$ cat config.mk
export PLATFORM = sky130hd
export DESIGN_NAME = counter_ctrl
export DESIGN_NICKNAME = d
export VERILOG_FILES = /design/src/rtl/counter_ctrl.sv
export SDC_FILE = /design/constraint.sdc
export NUM_CORES = 1
export LEC_CHECK = 0
export CAP_MARGIN = 20
export CORE_ASPECT_RATIO = 0.7
export CORE_MARGIN = 10
export CORE_UTILIZATION = 45
export DETAILED_ROUTE_END_ITERATION = 10
export HOLD_SLACK_MARGIN = 0.08
export PLACE_DENSITY = 0.86
export RECOVER_POWER = 50
export SLEW_MARGIN = 20
export SYNTH_ARGS = -nofsm -noshare
export SYNTH_HDL_FRONTEND = slang
export SYNTH_SLANG_ARGS = --single-unit
export TNS_END_PERCENT = 10
$ cat constraint.sdc
create_clock -name clk -period 4.1 [get_ports clk]
set_clock_uncertainty 0.1 [all_clocks]
set_input_delay 0.82 -clock clk [delete_from_list [all_inputs] [get_ports clk]]
set_output_delay 0.82 -clock clk [all_outputs]
set_load 0.05 [all_outputs]
$ cat src/rtl/counter_ctrl.sv
// Command-driven front end for the interval counter: runs, stops and clears the counter over a
// valid/ready command port, auto-halts at a programmed limit and tracks time spent running.
module counter_ctrl #(
  parameter logic [31:0] DEFAULT_INTERVAL = 32'd1
) (
  input  logic        clk,
  input  logic        rst,
  input  logic        cmd_valid,
  output logic        cmd_ready,
  input  logic [1:0]  cmd_op,
  input  logic [31:0] cmd_arg,
  input  logic [31:0] limit,
  input  logic [31:0] counter_in,
  output logic [7:0]  state,
  output logic [31:0] interval,
  output logic [31:0] run_cycles,
  output logic        done,
  output logic        err
);

  localparam logic [1:0] IDLE = 2'd0;
  localparam logic [1:0] RUN  = 2'd1;
  localparam logic [1:0] HALT = 2'd2;

  localparam logic [1:0] OP_NOP   = 2'b00;
  localparam logic [1:0] OP_START = 2'b01;
  localparam logic [1:0] OP_STOP  = 2'b10;
  localparam logic [1:0] OP_CLEAR = 2'b11;

  logic [1:0]  st_q, st_d;
  logic [31:0] interval_d;
  logic [31:0] run_cycles_d;
  logic        done_d, err_d;
  logic        accept, auto_halt;

  assign accept    = cmd_valid && cmd_ready;
  assign auto_halt = (st_q == RUN) && (limit != 32'd0) && (counter_in >= limit);
  assign state     = {6'd0, st_q};

  always_comb begin
    st_d         = st_q;
    interval_d   = interval;
    run_cycles_d = (st_q == RUN) ? run_cycles + 32'd1 : run_cycles;
    done_d       = 1'b0;
    err_d        = 1'b0;

    if (accept && cmd_op == OP_CLEAR) begin
      // CLEAR outranks everything, including a simultaneous auto-halt.
      st_d         = IDLE;
      interval_d   = DEFAULT_INTERVAL;
      run_cycles_d = 32'd0;
    end else begin
      if (auto_halt) begin
        st_d   = HALT;
        done_d = 1'b1;
      end
      if (accept) begin
        case (cmd_op)
          OP_START: begin
            if (st_q == RUN || cmd_arg == 32'd0) begin
              err_d = 1'b1;
            end else begin
              st_d       = RUN;
              interval_d = cmd_arg;
            end
          end
          OP_STOP: begin
            if (st_q == RUN) st_d = HALT;
          end
          OP_NOP:   ;
          OP_CLEAR: ;
          default:  ;
        endcase
      end
    end
  end

  always_ff @(posedge clk) begin
    if (rst) begin
      st_q       <= IDLE;
      interval   <= DEFAULT_INTERVAL;
      run_cycles <= 32'd0;
      done       <= 1'b0;
      err        <= 1'b0;
      cmd_ready  <= 1'b0;
    end else begin
      st_q       <= st_d;
      interval   <= interval_d;
      run_cycles <= run_cycles_d;
      done       <= done_d;
      err        <= err_d;
      // One settle cycle after every accepted command so the counter sees each state change.
      cmd_ready  <= !accept;
    end
  end

endmodule

==> reports/metrics.cfg <==
[outcome]
status = finished, final reports clean

[worst_setup_path]
cp_num_buf_inv = 2
crit_arrival_ns = 3.07
path_cells = dlygate4sd3_1 -> nor4_1 -> nand4_1 -> o21ai_0 -> or3_2 -> buf_12 -> mux2i_1 -> nor2_1
critPathMaxFanout = 33
required_ns = 4.16
crit_path_end_kind = flip-flop
ff2ff_path_depth = 6
cp.depth = 8
cp_slowest_cell = dlygate4sd3_1
start_kind = input pin
crit_family = simple AND/OR/NAND/NOR gates
worstSetupPathType = input pin to flip-flop
cpPeakStageDelay_ns = 0.56

[sta]
setup_tns_ns = 0
rsz0062_at_grt = false
slew_headroom = 0.254
final-setup-viol-count = 0
slew_viol_final = 0
period_needed_ns = 3.00
tightest_slew_ns = 1.12
finalHoldViolCount = 0
fmax_mhz = 333
min_period_over_period = 0.733

[detailed_routing]
vias = 3624
ant_nets = 0
post_drt_wl_per_cell_um = 16.4
drt_iter0_markers = 123
wl_um = 11500
via_per_inst = 5.20
first_pass_iters = 4
drc_errors = 0

[global_routing]
grt.overflow.total = 0
grt_max_degree = 40
grt_pass1_vias = 3852
grt_pass1_wl_um = 18600
antenna_found_initial = 0
grt.total_usage = 0.177

[power_and_ir_drop]
power_frac_comb = 0.148
p_sw_frac = 0.222
p_seq_frac = 0.371
clkPwrFrac = 0.481
powerDensity_mw_per_mm2 = 313
p_switching_mw = 0.409
peakVddDrop_mv = 0.207
total_leakage_power_nw = 2.72
intPower_mw = 1.43

[layout]
fin_area_sq_mm = 0.00589
drive_above_1_share = 0.0503
fin_cells = 697
synthToLayoutAreaGrowth_pct = 55.0
n_antenna_cell = 0
fillers = 590
nets = 728

[floorplanning]
io_pins = 176
dieArea_sq_mm = 0.0126
rows = 27
start_util = 0.472
die_y_um = 96.9
dieWidth_um = 130
coreArea_sq_mm = 0.00804

[place]
dp.cells = 681
postPlaceCellArea_sq_mm = 0.00554
hpwl_um = 9560
portBuffers = 169
globalplace.congestion = 0.787

[cts]
htree_levels = 3
holdBufCountCts = 0
cts.path.max_buffers = 2
numCtsBuffers = 9
clk_pin_slew_worst_paths_ns = 0.05
post_cts_buffers = 0
cts.sinks = 69
cts_tree = built
cts_root_buf = clkbuf_16
post_cts_resized = 0
clock_latency_ns = 0.32

[worst_hold_path]
hold_depth = 1
hp-class = flip-flop to flip-flop

[logic_synthesis]
synth_edf_count = 0
ys_types = 42
syn_area_per_cell_sq_um = 9.02
yosysWarnings = 0
seq_area_frac_synth = 0.364
syn_inst = 421
syn_area_sq_mm = 0.00380
synth_common_cells = dfxtp_1, nor2_1, ha_1
synth_top_area_frac = 0.364
synth_area_leaders = dfxtp_1, ha_1, mux2i_1
yosys_most_used_dff = dfxtp_1
ys_ff_latch = 69
synthArstFlopShare = 0
yosysTopAreaCell = dfxtp_1

[run]
drv_cap = 0

==> power by group through the flow <==
stage,logic (mW),registers [mW],clock network (mW)
detailed placement,0.275,0.697,0
finish,0.273,0.682,0.885
global route,0.298,0.683,0.923
floorplan,0.110,0.722,0
global placement,0.267,0.697,0
CTS,0.277,0.683,0.904
==> worst paths after layout <==
check / startpoint / to / slack, ns
setup / recovery: cmd_arg[4] / interval[30]$_SDFFE_PP0P_ / 1.10
hold / removal: interval[0]$_SDFFE_PP1P_ / interval[0]$_SDFFE_PP1P_ / 0.35
setup reg to reg: run_cycles[0]$_SDFFE_PP0P_ / run_cycles[28]$_SDFFE_PP0P_ / 2.09
hold reg to reg: interval[0]$_SDFFE_PP1P_ / interval[0]$_SDFFE_PP1P_ / 0.35
==> per-stage QoR <==
stage,util,hold WS [ns],power [mW],setup WS [ns]
2_1_floorplan,-,0.588,0.832,1.60
3_3_place_gp,0.689,0.346,0.964,0.993
3_5_place_dp,0.689,0.350,0.972,0.950
4_1_cts,0.732,0.363,1.86,1.28
5_1_grt,0.732,0.404,1.90,0.935
6_report,0.732,0.354,1.84,1.10
==> layer usage <==
metal	track usage	wire length, um
met1	0.194	4800
met2	0.314	5570
met3	0.0620	939
met4	0.0471	151
met5	0	0
==> worst register-to-register path: cells and delay by family (launching register included) <==
kind,cells,cell delay [ns]
xor gates and xnor gates,1,0.18
adders and majority gates,1,0.24
DFF,1,0.45
and+or+nand+nor,4,0.93
==> registers in the layout, indices dropped and copies added (netlist names) <==
register / count
st_q: 2
run_cycles: 32
err: 1
done: 1
cmd_ready: 1
interval: 32
==> cells by family (layout without fill, tap and decap cells) <==
family	count (synthesis)	in the layout	share of synthesized area
other cells	1	6	0.000987
compound gates	41	41	0.0698
simple gates	159	159	0.220
buf+inv	53	223	0.0731
mux	32	32	0.0843
fa+ha+maj	36	36	0.119
xor+xnor	30	30	0.0692
flops	69	69	0.364
==> layout by cell type, fill, tap and decap left out, types with 4 or more instances in the layout <==
cell type / n
a21oi_1: 17
clkbuf_16: 9
clkdlybuf4s50_1: 129
conb_1: 6
dfxtp_1: 69
dlygate4sd3_1: 40
ha_1: 36
inv_1: 35
mux2i_1: 32
nand2_1: 19
nand3_1: 14
nand4_1: 17
nor2_1: 69
nor4_1: 20
o21a_1: 4
o21ai_0: 6
xnor2_1: 6
xor2_1: 24
==> area by class of cell <==
| class | instances | area, sq um | area share |
|---|---|---|---|
| Clock buffer | 11 | 243 | 0.0412 |
| Timing Repair Buffer | 172 | 1740 | 0.295 |
| Sequential cell | 69 | 1380 | 0.235 |
| Multi-Input combinational cell | 304 | 2160 | 0.367 |
| Tap cell | 101 | 126 | 0.0215 |
| Inverter | 35 | 131 | 0.0223 |
| Clock inverter | 5 | 106 | 0.0181 |
Power figures use the tool's default switching activity.
